### src/rtl/ps2_rx_frame_pkg.sv
// ps2_rx_frame_pkg: FSM encoding, frame constants and scan codes shared by the PS/2 receiver and its decoder.
package ps2_rx_frame_pkg;
    localparam int DATA_BITS  = 8;
    localparam int FRAME_BITS = 11;
    localparam logic [1:0] ST_IDLE   = 2'd0;
    localparam logic [1:0] ST_DATA   = 2'd1;
    localparam logic [1:0] ST_PARITY = 2'd2;
    localparam logic [1:0] ST_STOP   = 2'd3;
    localparam logic [7:0] SC_SPACE = 8'h29;
    localparam logic [7:0] SC_ENTER = 8'h5A;
    localparam logic [7:0] SC_ONE   = 8'h16;
    localparam logic [7:0] SC_TWO   = 8'h1E;
    localparam logic [7:0] SC_BREAK = 8'hF0;
endpackage

### src/rtl/ps2_rx_frame_if.sv
// ps2_rx_frame_if: raw PS/2 line plus the decoded byte and its strobes.
interface ps2_rx_frame_if;
    logic       PS2_CLK;
    logic       PS2_DAT;
    logic [7:0] last_data_received;
    logic       key_pressed;
    logic       parity_error;
    logic       frame_error;
    modport master (output PS2_CLK, PS2_DAT, input last_data_received, key_pressed, parity_error, frame_error);
    modport slave (input PS2_CLK, PS2_DAT, output last_data_received, key_pressed, parity_error, frame_error);
endinterface

### src/rtl/ps2_line_filter.sv
// ps2_line_filter: synchronises PS2_CLK/PS2_DAT, debounces the clock and emits a one-cycle pulse on its filtered falling edge.
module ps2_line_filter #(
    parameter int FILTER_LEN = 8
) (
    input  logic clk,
    input  logic rst,
    input  logic ps2_clk,
    input  logic ps2_dat,
    output logic dat,
    output logic fall
);
    localparam int CW = FILTER_LEN > 1 ? $clog2(FILTER_LEN) : 1;
    logic [1:0]    clk_sync_q, clk_sync_d, dat_sync_q, dat_sync_d;
    logic [CW-1:0] cnt_q, cnt_d;
    logic          filt_q, filt_d, fall_q, fall_d, flip;
    // cnt_q counts earlier samples at the new level; the current one completes the run
    always_comb begin
        clk_sync_d = {clk_sync_q[0], ps2_clk};
        dat_sync_d = {dat_sync_q[0], ps2_dat};
        flip       = clk_sync_q[1] != filt_q && cnt_q == CW'(FILTER_LEN - 1);
        cnt_d      = (clk_sync_q[1] == filt_q || flip) ? '0 : cnt_q + 1'b1;
        filt_d     = flip ? clk_sync_q[1] : filt_q;
        fall_d     = flip && !clk_sync_q[1];
    end
    always_ff @(posedge clk) begin
        if (rst) begin
            clk_sync_q <= 2'b11;
            dat_sync_q <= 2'b11;
            cnt_q      <= '0;
            filt_q     <= 1'b1;
            fall_q     <= 1'b0;
        end else begin
            clk_sync_q <= clk_sync_d;
            dat_sync_q <= dat_sync_d;
            cnt_q      <= cnt_d;
            filt_q     <= filt_d;
            fall_q     <= fall_d;
        end
    end
    assign dat  = dat_sync_q[1];
    assign fall = fall_q;
endmodule

### src/rtl/ps2_rx_frame.sv
// ps2_rx_frame: deframes 11-bit PS/2 device-to-host frames into scan-code bytes with parity, stop-bit and timeout checks.
module ps2_rx_frame
    import ps2_rx_frame_pkg::*;
#(
    parameter int FILTER_LEN     = 8,
    parameter int TIMEOUT_CYCLES = 100000
) (
    input logic           CLOCK_50,
    input logic           reset,
    ps2_rx_frame_if.slave bus
);
    localparam int TW = $clog2(TIMEOUT_CYCLES);
    logic                 dat, fall, timeout;
    logic [1:0]           state_q, state_d, bit_q, bit_d_unused;
    logic [2:0]           cnt_q, cnt_d;
    logic [DATA_BITS-1:0] shift_q, shift_d, data_q, data_d;
    logic                 par_q, par_d, key_q, key_d, perr_q, perr_d, ferr_q, ferr_d;
    logic [TW-1:0]        tmo_q, tmo_d;
    assign bit_q        = state_q;
    assign bit_d_unused = bit_q;
    ps2_line_filter #(.FILTER_LEN(FILTER_LEN)) u_filter (
        .clk(CLOCK_50), .rst(reset), .ps2_clk(bus.PS2_CLK), .ps2_dat(bus.PS2_DAT), .dat(dat), .fall(fall)
    );
    // a timeout wins over a fall pulse landing in the same cycle
    always_comb begin
        state_d = state_q;
        cnt_d   = cnt_q;
        shift_d = shift_q;
        par_d   = par_q;
        data_d  = data_q;
        key_d   = 1'b0;
        perr_d  = 1'b0;
        ferr_d  = 1'b0;
        timeout = state_q != ST_IDLE && tmo_q == TW'(TIMEOUT_CYCLES - 1);
        tmo_d   = (timeout || fall || state_q == ST_IDLE) ? '0 : tmo_q + 1'b1;
        if (timeout) begin
            state_d = ST_IDLE;
            ferr_d  = 1'b1;
        end else if (fall) begin
            case (state_q)
                ST_IDLE: begin
                    state_d = dat ? ST_IDLE : ST_DATA;
                    cnt_d   = '0;
                end
                ST_DATA: begin
                    shift_d = {dat, shift_q[DATA_BITS-1:1]};
                    cnt_d   = cnt_q + 1'b1;
                    state_d = cnt_q == 3'(DATA_BITS - 1) ? ST_PARITY : ST_DATA;
                end
                ST_PARITY: begin
                    par_d   = dat;
                    state_d = ST_STOP;
                end
                default: begin
                    key_d   = dat && ^{shift_q, par_q};
                    perr_d  = dat && !(^{shift_q, par_q});
                    ferr_d  = !dat;
                    data_d  = key_d ? shift_q : data_q;
                    state_d = ST_IDLE;
                end
            endcase
        end
    end
    always_ff @(posedge CLOCK_50) begin
        if (reset) begin
            state_q <= ST_IDLE;
            cnt_q   <= '0;
            shift_q <= '0;
            par_q   <= 1'b0;
            data_q  <= '0;
            key_q   <= 1'b0;
            perr_q  <= 1'b0;
            ferr_q  <= 1'b0;
            tmo_q   <= '0;
        end else begin
            state_q <= state_d;
            cnt_q   <= cnt_d;
            shift_q <= shift_d;
            par_q   <= par_d;
            data_q  <= data_d;
            key_q   <= key_d;
            perr_q  <= perr_d;
            ferr_q  <= ferr_d;
            tmo_q   <= tmo_d;
        end
    end
    assign bus.last_data_received = data_q;
    assign bus.key_pressed        = key_q;
    assign bus.parity_error       = perr_q;
    assign bus.frame_error        = ferr_q;
endmodule

### src/flat_wrapper.sv
// flat-port wrapper written by rule: the top's interface ports become plain ports
module ps2_rx_frame_flat import ps2_rx_frame_pkg::*;
#(
    parameter int FILTER_LEN     = 8,
    parameter int TIMEOUT_CYCLES = 100000
)
  (CLOCK_50, reset, bus_PS2_CLK, bus_PS2_DAT, bus_last_data_received, bus_key_pressed, bus_parity_error, bus_frame_error);
  ps2_rx_frame_if bus_i ();
  input logic CLOCK_50;
  input logic reset;
  input wire logic [$bits(bus_i.PS2_CLK)-1:0] bus_PS2_CLK;
  input wire logic [$bits(bus_i.PS2_DAT)-1:0] bus_PS2_DAT;
  output wire logic [$bits(bus_i.last_data_received)-1:0] bus_last_data_received;
  output wire logic [$bits(bus_i.key_pressed)-1:0] bus_key_pressed;
  output wire logic [$bits(bus_i.parity_error)-1:0] bus_parity_error;
  output wire logic [$bits(bus_i.frame_error)-1:0] bus_frame_error;
  assign bus_i.PS2_CLK = bus_PS2_CLK;
  assign bus_i.PS2_DAT = bus_PS2_DAT;
  assign bus_last_data_received = bus_i.last_data_received;
  assign bus_key_pressed = bus_i.key_pressed;
  assign bus_parity_error = bus_i.parity_error;
  assign bus_frame_error = bus_i.frame_error;
  ps2_rx_frame #(.FILTER_LEN(FILTER_LEN), .TIMEOUT_CYCLES(TIMEOUT_CYCLES)) u_core (.CLOCK_50(CLOCK_50), .reset(reset), .bus(bus_i));
endmodule
### config.mk
export PLATFORM = sky130hd
export DESIGN_NAME = ps2_rx_frame_flat
export DESIGN_NICKNAME = d
export VERILOG_FILES = /design/src/rtl/ps2_rx_frame_pkg.sv /design/src/rtl/ps2_rx_frame_if.sv /design/src/rtl/ps2_line_filter.sv /design/src/rtl/ps2_rx_frame.sv /design/src/flat_wrapper.sv
export SDC_FILE = /design/constraint.sdc
export NUM_CORES = 1
export LEC_CHECK = 0
export ABC_AREA = 0
export BUFFER_PORTS_ARGS = -buffer_cell sky130_fd_sc_hd__buf_2
export CAP_MARGIN = 20
export CORE_AREA = 2 2 63 80
export CTS_CLUSTER_SIZE = 30
export DETAILED_ROUTE_END_ITERATION = 10
export DIE_AREA = 0 0 65 82
export PLACE_DENSITY = 0.66
export SLEW_MARGIN = 20
export SYNTH_ARGS = -nofsm -noshare
export SYNTH_HDL_FRONTEND = slang
export SYNTH_SLANG_ARGS = --single-unit
### constraint.sdc
create_clock -name CLOCK_50 -period 2.35 [get_ports CLOCK_50]
set_input_delay 0.47 -clock CLOCK_50 [delete_from_list [all_inputs] [get_ports CLOCK_50]]
set_output_delay 0.47 -clock CLOCK_50 [all_outputs]
set_load 0.01 [all_outputs]
# Word-level counts from Yosys, hierarchy flattened
# Index checks and enable logic that the tools add are counted.
[totals]
latch_bits = 0
mem_bits_rw = 0
ff_bits = 51
mem_count = 0
output_inout_bits = 11
mem_bits_ro = 0
[op_classes]
order_cmp = 0
muxes = 7
n_div = 0
bitwise = 3
n_reduce_logical = 24
n_eq_ne = 7
shift = 0
multipliers = 0
addsub = 3
[op_table]
columns = ["cell", "count"]
rows = [
  ["$add 17x1->17 const B", 1],
  ["$eq 17x17->1 const B", 1],
  ["$reduce_and 3->1", 3],
  ["$reduce_xor 9->1", 1],
  ["$add 3x1->3 const B", 2],
  ["$eq 3x3->1 const B", 2],
  ["$pmux 2 s3", 1],
  ["$pmux 3 s2", 1],
  ["$reduce_or 2->1", 3],
  ["$reduce_or 6->1", 1],
  ["$logic_and 1x1->1", 5],
  ["$mux 1", 4],
  ["$reduce_and 4->1", 1],
  ["$reduce_bool 2->1", 2],
  ["$logic_not 1->1", 3],
  ["$logic_or 1x1->1", 3],
  ["$not 1->1", 3],
  ["$reduce_or 3->1", 1],
  ["$eq 2x1->1 const B", 1],
  ["$eq 2x2->1 const B", 1],
  ["$logic_not 2->1", 1],
  ["$mux 2", 1],
  ["$eq 1x1->1", 1],
  ["$ne 1x1->1", 1],
]

# Logic depth before layout (Yosys ltp)
# Gate-level depths: netlist of the first run.
[depth]
ltp_word = 5
depth_mapped = 7

# Cells and area by module
# A second synthesis of the first run with hierarchy kept.
[hier_totals]
hier_cells = 226
hier_area_um2 = 2232.1
[by_module_without_submodules]
columns = ["mod", "seq_area_each_um2", "instances", "cells_each", "area_per_inst_um2"]
rows = [
  ["ps2_rx_frame", 840.8, 1, 204, 1940.6],
  ["ps2_line_filter", 180.2, 1, 22, 291.5],
]

# Worst setup path after synthesis of the first run
# No wires, ideal clock.
[synth_timing]
path_type = "register to register"
startpoint = "register u_core.tmo_q[0]"
endpoint = "register u_core.data_q[1] (netlist: u_core.bus.last_data_received[1])"
setup_ns = 0.067
setup_slack_ns = 0.450
t_required_ns = 2.283
arrival_time_ns = 1.832
stages_incl_launch_ff = 8
synth_period_minus_slack_ns = 1.900
cell_sequence = "dfxtp_1 ha_1 and4_1 nand4_1 o21ai_0 clkbuf_1 o21ai_0 a21oi_2"
[synth_via]
elab_chain_len = 4
[synth_lines]
columns = ["element", "line_no", "source"]
rows = [
  ["from (decl)", "ps2_rx_frame.sv:18", "logic [TW-1:0] tmo_q, tmo_d;"],
  ["from (signal assigned)", "ps2_rx_frame.sv:84", "tmo_q <= tmo_d;"],
  ["$eq 17x17->1", "ps2_rx_frame.sv:34", "timeout = state_q != ST_IDLE && tmo_q == TW'(TIMEOUT_CYCLES - 1);"],
  ["$logic_and 1x1->1", "ps2_rx_frame.sv:34", ""],
  ["$not 1->1 (no source line)", "n/a", ""],
  ["$reduce_and 4->1 (no source line)", "n/a", ""],
  ["to (signal assigned)", "ps2_rx_frame.sv:80", "data_q <= data_d;"],
  ["to (decl)", "ps2_rx_frame.sv:16", "logic [DATA_BITS-1:0] shift_q, shift_d, data_q, data_d;"],
]
# No other way between the ends.
# A chain may end at the register's enable or synchronous reset.

# Worst setup path in the final report of the first run
[layout_timing]
startpoint = "register u_core.shift_q[1]"
endpoint = "register u_core.data_q[2] (netlist: u_core.bus.last_data_received[2])"
[layout_via]
elab_chain_len = 3
[layout_lines]
columns = ["element", "line_no", "source"]
rows = [
  ["from (decl)", "ps2_rx_frame.sv:16", ""],
  ["from (signal assigned)", "ps2_rx_frame.sv:78", "shift_q <= shift_d;"],
  ["$reduce_xor 9->1", "ps2_rx_frame.sv:55", "key_d = dat && ^{shift_q, par_q};"],
  ["$logic_and 1x1->1", "ps2_rx_frame.sv:55", ""],
  ["$reduce_and 4->1 (no source line)", "n/a", ""],
]
# No other way between the ends.

==> results of run 1 <==
critical path, stage by stage (launching register included):
cell and delay [ps]:
dfxtp_1 340, xnor2_1 260, xnor2_2 170, xnor3_2 480, or3_2 470, a21oi_1 120
worst max-delay path by stage:
stage	to	cells past startpoint
finish	u_core.bus.last_data_received[2]	5
global route	u_core.cnt_q[2]	6
CTS	u_core.bus.last_data_received[2]	5
detailed placement	u_core.tmo_q[13]	6
global placement	u_core.cnt_q[1]	6
floorplan	u_core.bus.last_data_received[1]	7
stage by stage:
stage               setup slack, ps  utilization  area, um^2
floorplan                       450            -        2190
global placement                428        0.507        2330
detailed placement              415        0.507        2330
CTS                             406        0.523        2400
global route                    253        0.523        2400
finish                          424        0.523        2400
area by class of cell:
class,instances,share of cell area
well taps,60,0.0313
flip-flops and latches,51,0.426
repair buffers,18,0.0417
inverters,11,0.0172
clock buffers,6,0.0303
multi-input cells,162,0.454
cells by family (layout without fill, tap and decap cells):
group,Yosys count,count (layout),share of synthesized area
xor+xnor,24,24,0.106
compound gates,26,26,0.0724
mux,11,11,0.0502
fa+ha+maj,9,9,0.0513
simple gates,92,92,0.216
buf+inv,20,35,0.0382
flops,51,51,0.465
power by group:
group | leakage [nW] | internal (mW) | switching [mW] | total (mW)
Sequential | 0.412 | 0.869 | 0.00332 | 0.872
Combinational | 0.429 | 0.00889 | 0.0137 | 0.0226
Clock | 0.0371 | 0.199 | 0.262 | 0.461
registers in the layout, indices dropped and copies added (netlist names):
| signal | flops |
|---|---|
| u_core.tmo_q | 17 |
| u_core.bus.last_data_received | 8 |
| u_core.shift_q | 8 |
| u_core.cnt_q | 3 |
| u_core.u_filter.cnt_q | 3 |
| u_core.bit_d_unused | 2 |
| u_core.u_filter.clk_sync_q | 2 |
| u_core.u_filter.dat_sync_q | 2 |
| u_core.bus.frame_error | 1 |
| u_core.bus.key_pressed | 1 |
| u_core.bus.parity_error | 1 |
| u_core.par_q | 1 |
| u_core.u_filter.fall | 1 |
| u_core.u_filter.filt_q | 1 |
cell usage after synthesis, types with 3 or more instances:
| cell | instances |
|---|---|
| o21ai_0 | 9 |
| xor2_1 | 8 |
| clkbuf_1 | 7 |
| inv_1 | 11 |
| nor3_1 | 5 |
| and3_1 | 6 |
| nand3_1 | 4 |
| or2_2 | 7 |
| nand4_1 | 5 |
| or3_2 | 3 |
| or3_1 | 4 |
| nor4_1 | 4 |
| nor2_1 | 34 |
| xnor2_1 | 14 |
| ha_1 | 9 |
| nand2_1 | 11 |
| a21oi_1 | 7 |
| mux2i_1 | 11 |
| dfxtp_1 | 51 |
metal layers:
layer	track usage	vias up
li1	-	816
met5	0	-
met2	0.299	12
met1	0.163	692
met3	0.0425	7
met4	0.0766	0
==> run_results.csv, run 1 <==
group,metric,value,unit
status,status,"complete, no violations",
detailed_routing,finalWirelength,3710,um
detailed_routing,wire_per_inst,12.0,um
synth,synth_seq_cells,51,
clock_tree,cts-root-buf,"clkbuf_8",
worst_hold_path,hold_path_class,"input port to flip-flop",
pwr,ir_worst_vdd,0.000234,V
synth,synth.cell_area,0.00219,mm^2
die,dieArea,0.00533,mm^2
grt,grt_max_degree,33,
detailed_routing,topRoutingLayerUsed,"met4",
die,start_util,0.478,
pwr,power.leakage,0.878,nW
detailed_routing,antenna_left,0,
clock_tree,clock_path_buffers,2,
synth,synthArstFlopShare,0,
placed_design,dp_cells,302,
worst_hold_path,hold_depth,2,
final_layout,synthToLayoutAreaGrowth,9.36,%
detailed_routing,drtPass1Iterations,4,
final_layout,diodes,0,
timing,finClkSkew,6.09,ps
critical_path,reg2reg_slack,420,ps
critical_path,endpoint_kind,"flip-flop",
clock_tree,clock_sinks,51,
die,pin_count,15,
pwr,powerDensity,565,mW/mm^2
detailed_routing,drtIter0Drc,38,
critical_path,r2r-end,"u_core.bus.last_data_received[2]",
synth,syn_nets,246,
timing,slew_violations,0,
synth,synth_area_per_cell,9.41,um^2
synth,synth_flop_cell,"dfxtp_1",
placed_design,routabilityCongestion,0.771,
placed_design,dp.final_hpwl,2690,um
grt,grt_pass1_wl,6430,um
clock_tree,post_cts_buffers,0,
critical_path,regToRegStartpoint,"u_core.shift_q[1]",
clock_tree,hold_buffers,0,
synth,synth_cell_types,36,
timing,period_needed,1930,ps
clock_tree,htree_levels,2,
worst_hold_path,min_to,"u_core.u_filter.dat_sync_q[0]",
final_layout,final_nets,262,
critical_path,crit_path_start_kind,"flip-flop",
grt,grt_pass1_vias,1504,
pwr,p_total,1.36,mW
timing,timing.setup.tns,0,ps
clock_tree,tritoncts,"yes",
final_layout,instances_no_fill,308,
synth,synth_edf_count,0,
grt,overflow,0,
final_layout,fillCellCount,444,
synth,yosys_warnings,0,
detailed_routing,met3_length,100,um
timing,finalSetupViolCount,0,
synth,ys_seq_area_frac,0.465,
synth,synth_top_area_cell,"dfxtp_1",
synth,syn_inst,233,
detailed_routing,vias,1527,
grt,grt_usage,0.159,
clock_tree,worstSkewPairLatency,300,ps
synth,synth_area_leaders,"dfxtp_1 47%, nor2_1 5.8%, xnor2_1 5.6%, ha_1 5.1%, mux2i_1 5.0%",
clock_tree,cts_made_buffers,5,
timing,hold_viol_final,0,
die,rows,28,
critical_path,cp-startpoint,"u_core.shift_q[1]",
worst_hold_path,hold_start,"bus_PS2_DAT",
final_layout,mostFrequentLayoutCells,"51 x dfxtp_1, 34 x nor2_1, 14 x xnor2_1, 14 x buf_2",
detailed_routing,wl_met2,1930,um
job,maxCapViolations,0,
timing,finalCritPeriodShare,0.820,
synth,post-synth-top-area-fraction,0.465,
grt,antenna_found_initial,0,
critical_path,crit_type,"flip-flop to flip-flop",
timing,timing.fmax,0.519,GHz
clock_tree,clk_pin_slew,80,ps
clock_tree,cts_resized,0,
final_layout,register_area,0.00102,mm^2
final_layout,final_common_cell,"dfxtp_1",
detailed_routing,wl_met1,1600,um
placed_design,io_buffers,14,
critical_path,rr_worst_depth,5,
die,die_h,82,um
timing,worstMarginPinSlew,531,ps
detailed_routing,vias_per_cell,4.96,
critical_path,cp.required,2580,ps
timing,hold-worst-slack,345,ps
critical_path,crit_arrival,2160,ps
final_layout,multi_input_area,0.00109,mm^2
timing,rsz0062_at_grt,"no",
die,core-area,0.00459,mm^2
timing,slew_headroom,0.645,
die,die_w,65,um
final_layout,layout-drive-gt1-share,0.149,
critical_path,critPathMaxFanout,16,
detailed_routing,drc,0,
(Power assumes the default switching activity.)
==> run 2, diff against run 1 <==
- clock period: 2.35 -> 1.95 ns (I/O delays scaled with it)
==> run 2 against run 1 <==
Against the previous run:
- hold slack lost 74 ps
- clock power up 30%
- fmax grew 2.5%
- total power grew 23%
- global-route usage increased by 0.27 points
- register-to-register slack got worse by 350 ps
- critical path depth is 1 higher
- core utilization rose by 4.5 points
- combinational power rose by 23%
- via count rose by 7.2%
- critical path type unchanged
- largest cell class unchanged
==> run_results.csv, run 2 (same netlist as run 1, synthesis figures left out) <==
group,metric,value,unit
clock_tree,hold_buffers,0,
final_layout,layout-drive-gt1-share,0.256,
timing,finClkSkew,3.40,ps
clock_tree,clk_pin_slew,80,ps
die,die_w,65,um
critical_path,crit_path_start_kind,"flip-flop",
timing,finalCritPeriodShare,0.964,
timing,slew_violations,0,
final_layout,synthToLayoutAreaGrowth,18.8,%
detailed_routing,finalWirelength,4060,um
grt,grt_usage,0.162,
die,dieArea,0.00533,mm^2
pwr,power.leakage,0.977,nW
grt,grt_pass1_vias,1539,
final_layout,final_common_cell,"dfxtp_1",
final_layout,register_area,0.00103,mm^2
timing,hold_viol_final,0,
pwr,powerDensity,642,mW/mm^2
grt,antenna_found_initial,0,
clock_tree,tritoncts,"yes",
worst_hold_path,min_to,"u_core.u_filter.dat_sync_q[0]",
timing,timing.fmax,0.532,GHz
clock_tree,worstSkewPairLatency,300,ps
timing,period_needed,1880,ps
timing,finalSetupViolCount,0,
final_layout,fillCellCount,421,
worst_hold_path,hold_start,"bus_PS2_DAT",
critical_path,regToRegStartpoint,"u_core.shift_q[3]",
critical_path,crit_type,"flip-flop to flip-flop",
worst_hold_path,hold_depth,2,
grt,grt_pass1_wl,6650,um
critical_path,critPathMaxFanout,7,
critical_path,cp.required,2190,ps
timing,timing.setup.tns,0,ps
detailed_routing,wire_per_inst,12.5,um
detailed_routing,vias,1637,
detailed_routing,drc,0,
pwr,ir_worst_vdd,0.000339,V
detailed_routing,drtIter0Drc,73,
timing,worstMarginPinSlew,470,ps
timing,slew_headroom,0.684,
die,start_util,0.478,
detailed_routing,vias_per_cell,5.02,
critical_path,rr_worst_depth,6,
final_layout,final_nets,279,
placed_design,dp_cells,312,
die,pin_count,15,
pwr,p_total,1.67,mW
placed_design,routabilityCongestion,0.840,
clock_tree,cts_made_buffers,5,
final_layout,diodes,0,
die,core-area,0.00459,mm^2
timing,hold-worst-slack,271,ps
final_layout,post-route-util,0.568,
job,maxCapViolations,0,
critical_path,r2r-end,"u_core.bus.last_data_received[4]",
detailed_routing,antenna_left,0,
final_layout,mostFrequentLayoutCells,"48 x dfxtp_1, 34 x nor2_1, 19 x buf_4",
die,die_h,82,um
grt,grt_max_degree,24,
clock_tree,clock_sinks,51,
timing,setup_slack,71.0,ps
die,rows,28,
clock_tree,clock_path_buffers,2,
critical_path,endpoint_kind,"flip-flop",
worst_hold_path,hold_path_class,"input port to flip-flop",
clock_tree,htree_levels,2,
placed_design,dp.final_hpwl,2770,um
grt,overflow,0,
final_layout,largest_reg_flops,17,
final_layout,regMostFlops,"u_core.tmo_q",
critical_path,crit_arrival,2120,ps
critical_path,reg2reg_slack,70,ps
final_layout,instances_no_fill,326,
placed_design,io_buffers,14,
placed_design,pre_cts_slack,28.4,ps
clock_tree,cts-root-buf,"clkbuf_8",
status,status,"complete, no violations",
final_layout,multi_input_area,0.00114,mm^2
final_layout,stdcell_area,0.00261,mm^2
detailed_routing,drtPass1Iterations,4,
placed_design,place_area,0.00240,mm^2
-- run 2: final cells by class --
class,instances,area share
clock buffers,6,0.0317
clock inverters,1,0.00192
inverters,11,0.0158
multi-input cells,162,0.439
flip-flops and latches,51,0.395
well taps,60,0.0288
repair buffers,35,0.0879
-- run 2: worst max path at each step --
stage / start / end / slack [ps] / depth (start not counted)
4_1_cts: u_core.shift_q[1] / u_core.bus.last_data_received[3] / 2 / 5
2_1_floorplan: u_core.tmo_q[0] / u_core.bus.last_data_received[1] / 50 / 7
3_5_place_dp: u_core.shift_q[1] / u_core.bus.last_data_received[3] / 30 / 5
3_3_place_gp: u_core.shift_q[1] / u_core.bus.last_data_received[3] / 50 / 5
6_report: u_core.shift_q[3] / u_core.bus.last_data_received[4] / 70 / 6
5_1_grt: u_core.tmo_q[0] / u_core.bus.last_data_received[2] / -6 / 8
-- run 2: repair_timing --
item | 4_1_cts | 5_1_grt
resized for setup | 0 | 20
buffers inserted | 0 | 6
setup endpoints to repair | 0 | 20
-- run 2: where the power goes --
| part | internal [mW] | switching, mW | total [mW] |
|---|---|---|---|
| clock | 0.279 | 0.319 | 0.597 |
| combinational | 0.0107 | 0.0172 | 0.0279 |
| sequential | 1.04 | 0.00389 | 1.05 |
-- run 2: per-layer routing --
layer / track usage / part of all wire / up-vias / wire (um)
met5: 0 / 0 / - / 0
met4: 0.0851 / 0.036 / 0 / 148
met3: 0.0384 / 0.025 / 12 / 100
met2: 0.284 / 0.50 / 20 / 2030
met1: 0.183 / 0.44 / 752 / 1780
li1: - / - / 853 / -
-- run 2: critical path, cell delays in order, from the launching register on --
cell and delay [ps]:
dfxtp_4 360, xnor2_2 140, xnor2_2 240, xnor3_2 440
buf_6 150, or3_4 360, a21oi_2 130
==> run 3, diff against run 2 <==
- PLACE_DENSITY: 0.66 -> 0.68
- clock period: 1.95 -> 1.5 ns (I/O delays scaled with it)
==> run 3 against run 2 <==
Against the previous run:
- the run now ends with setup timing left
- critical path type unchanged
- sequential share of layout area fell by 6.0 points
- global-route usage rose by 2.7 points
- register-to-register slack lost 400 ps
- clock skew up 3.8 ps
- combinational power is 54% higher
- clock-buffer cell count unchanged
- wire length up 26%
==> run_results.csv, run 3 (same netlist as run 1, synthesis figures left out) <==
group,metric,value,unit
timing,setup_slack,-331,ps
timing,timing.fmax,0.546,GHz
die,rows,28,
grt,grt.met2_usage,0.377,
clock_tree,clock_path_buffers,2,
final_layout,synthToLayoutAreaGrowth,42.5,%
grt,grt_usage,0.189,
detailed_routing,drtPass1Iterations,4,
status,violations,"setup timing",
critical_path,critPathMaxFanout,5,
clock_tree,cts_made_buffers,5,
final_layout,instances_no_fill,364,
grt,grt_max_degree,19,
timing,slew_headroom,0.763,
detailed_routing,drtIter0Drc,81,
status,status,"finished with violations",
worst_hold_path,hold_path_class,"input port to flip-flop",
timing,rsz0062_at_grt,"yes",
final_layout,layout-drive-gt1-share,0.461,
final_layout,final_common_cell,"buf_4",
die,pin_count,15,
timing,finClkSkew,7.17,ps
placed_design,routabilityCongestion,0.758,
placed_design,io_buffers,14,
grt,grtUsageMet1,0.188,
final_layout,regMostFlops,"u_core.tmo_q",
grt,grt-busiest-layer,"met2",
timing,period_needed,1830,ps
die,core-area,0.00459,mm^2
clock_tree,cts-root-buf,"clkbuf_8",
timing,slew_violations,0,
placed_design,dp_cells,347,
clock_tree,clk_pin_slew,90,ps
critical_path,crit_arrival,2070,ps
grt,grt_pass1_vias,1755,
detailed_routing,finalWirelength,5100,um
die,die_h,82,um
clock_tree,clock_sinks,51,
timing,finalSetupViolCount,40,
timing,hold-worst-slack,177,ps
critical_path,crit_path_start_kind,"flip-flop",
final_layout,post-route-util,0.681,
die,die_w,65,um
critical_path,crit_type,"flip-flop to flip-flop",
pwr,ir_worst_vdd,0.000499,V
grt,overflow,0,
final_layout,diodes,0,
grt,antenna_found_initial,0,
detailed_routing,vias_per_cell,5.18,
grt,grt_pass1_wl,7650,um
pwr,p_total,2.33,mW
final_layout,final_nets,317,
critical_path,endpoint_kind,"flip-flop",
detailed_routing,vias,1884,
timing,worstMarginPinSlew,351,ps
detailed_routing,wire_per_inst,14.0,um
final_layout,largest_reg_flops,17,
clock_tree,htree_levels,2,
timing,hold_viol_final,0,
pwr,powerDensity,745,mW/mm^2
grt,use_met3,0.0384,
die,start_util,0.478,
detailed_routing,antenna_left,0,
clock_tree,worstSkewPairLatency,300,ps
clock_tree,tritoncts,"yes",
die,dieArea,0.00533,mm^2
clock_tree,hold_buffers,0,
placed_design,dp.final_hpwl,3220,um
final_layout,mostFrequentLayoutCells,"49 x buf_4, 33 x dfxtp_1, 30 x nor2_1",
timing,finalCritPeriodShare,1.22,
pwr,power.leakage,1.23,nW
critical_path,cp.required,1740,ps
job,maxCapViolations,0,
detailed_routing,drc,0,
timing,timing.setup.tns,-6190,ps
run 3: metal layers:
metal | wire length [um] | vias up
met2 | 2820 | 33
met3 | 104 | 14
met5 | 0 | -
li1 | - | 929
met4 | 141 | 0
met1 | 2030 | 908
run 3: repair_timing:
| action | CTS | global route |
|---|---|---|
| resized for setup | 38 | 25 |
| cloned | 3 | 0 |
| endpoints found under the setup margin | 41 | 41 |
| setup buffers | 2 | 5 |
| pin swaps | 11 | 14 |
run 3: per-stage QoR:
stage / setup slack [ps] / cell area (um^2)
after floorplan: -234 / 2250
after global placement: -229 / 2720
after detailed placement: -292 / 2720
after CTS: -214 / 2990
after global routing: -371 / 3130
final: -331 / 3130
run 3: worst paths after layout:
kind	startpoint	endpoint	slack [ps]	cells past startpoint
min reg2reg	u_core.u_filter.dat_sync_q[0]	u_core.u_filter.dat_sync_q[1]	420	1
max reg2reg	u_core.shift_q[6]	u_core.bus.last_data_received[0]	-330	5
max	u_core.shift_q[6]	u_core.bus.last_data_received[0]	-330	5
min	bus_PS2_CLK	u_core.u_filter.clk_sync_q[0]	180	2
run 3: layout make-up:
cell class                 count  area, um^2
tap                           60        75.1
sequential                    51        1050
clock buffer                   6        72.6
inverter                      11        41.3
timing repair buffer          72         561
fill                         340        1460
clock inverter                 1        30.0
multi-input combinational    163        1300
run 3: critical path, stage by stage (launching register included):
cell	delay, ps
dfxtp_2	350
xnor2_2	150
xnor2_2	280
xnor3_2	460
or3_4	400
a21oi_2	120
run 3: where the power goes:
part / internal [mW] / switching (mW)
combinational: 0.0177 / 0.0254
sequential: 1.36 / 0.00573
clock: 0.489 / 0.430
total: 1.87 / 0.461
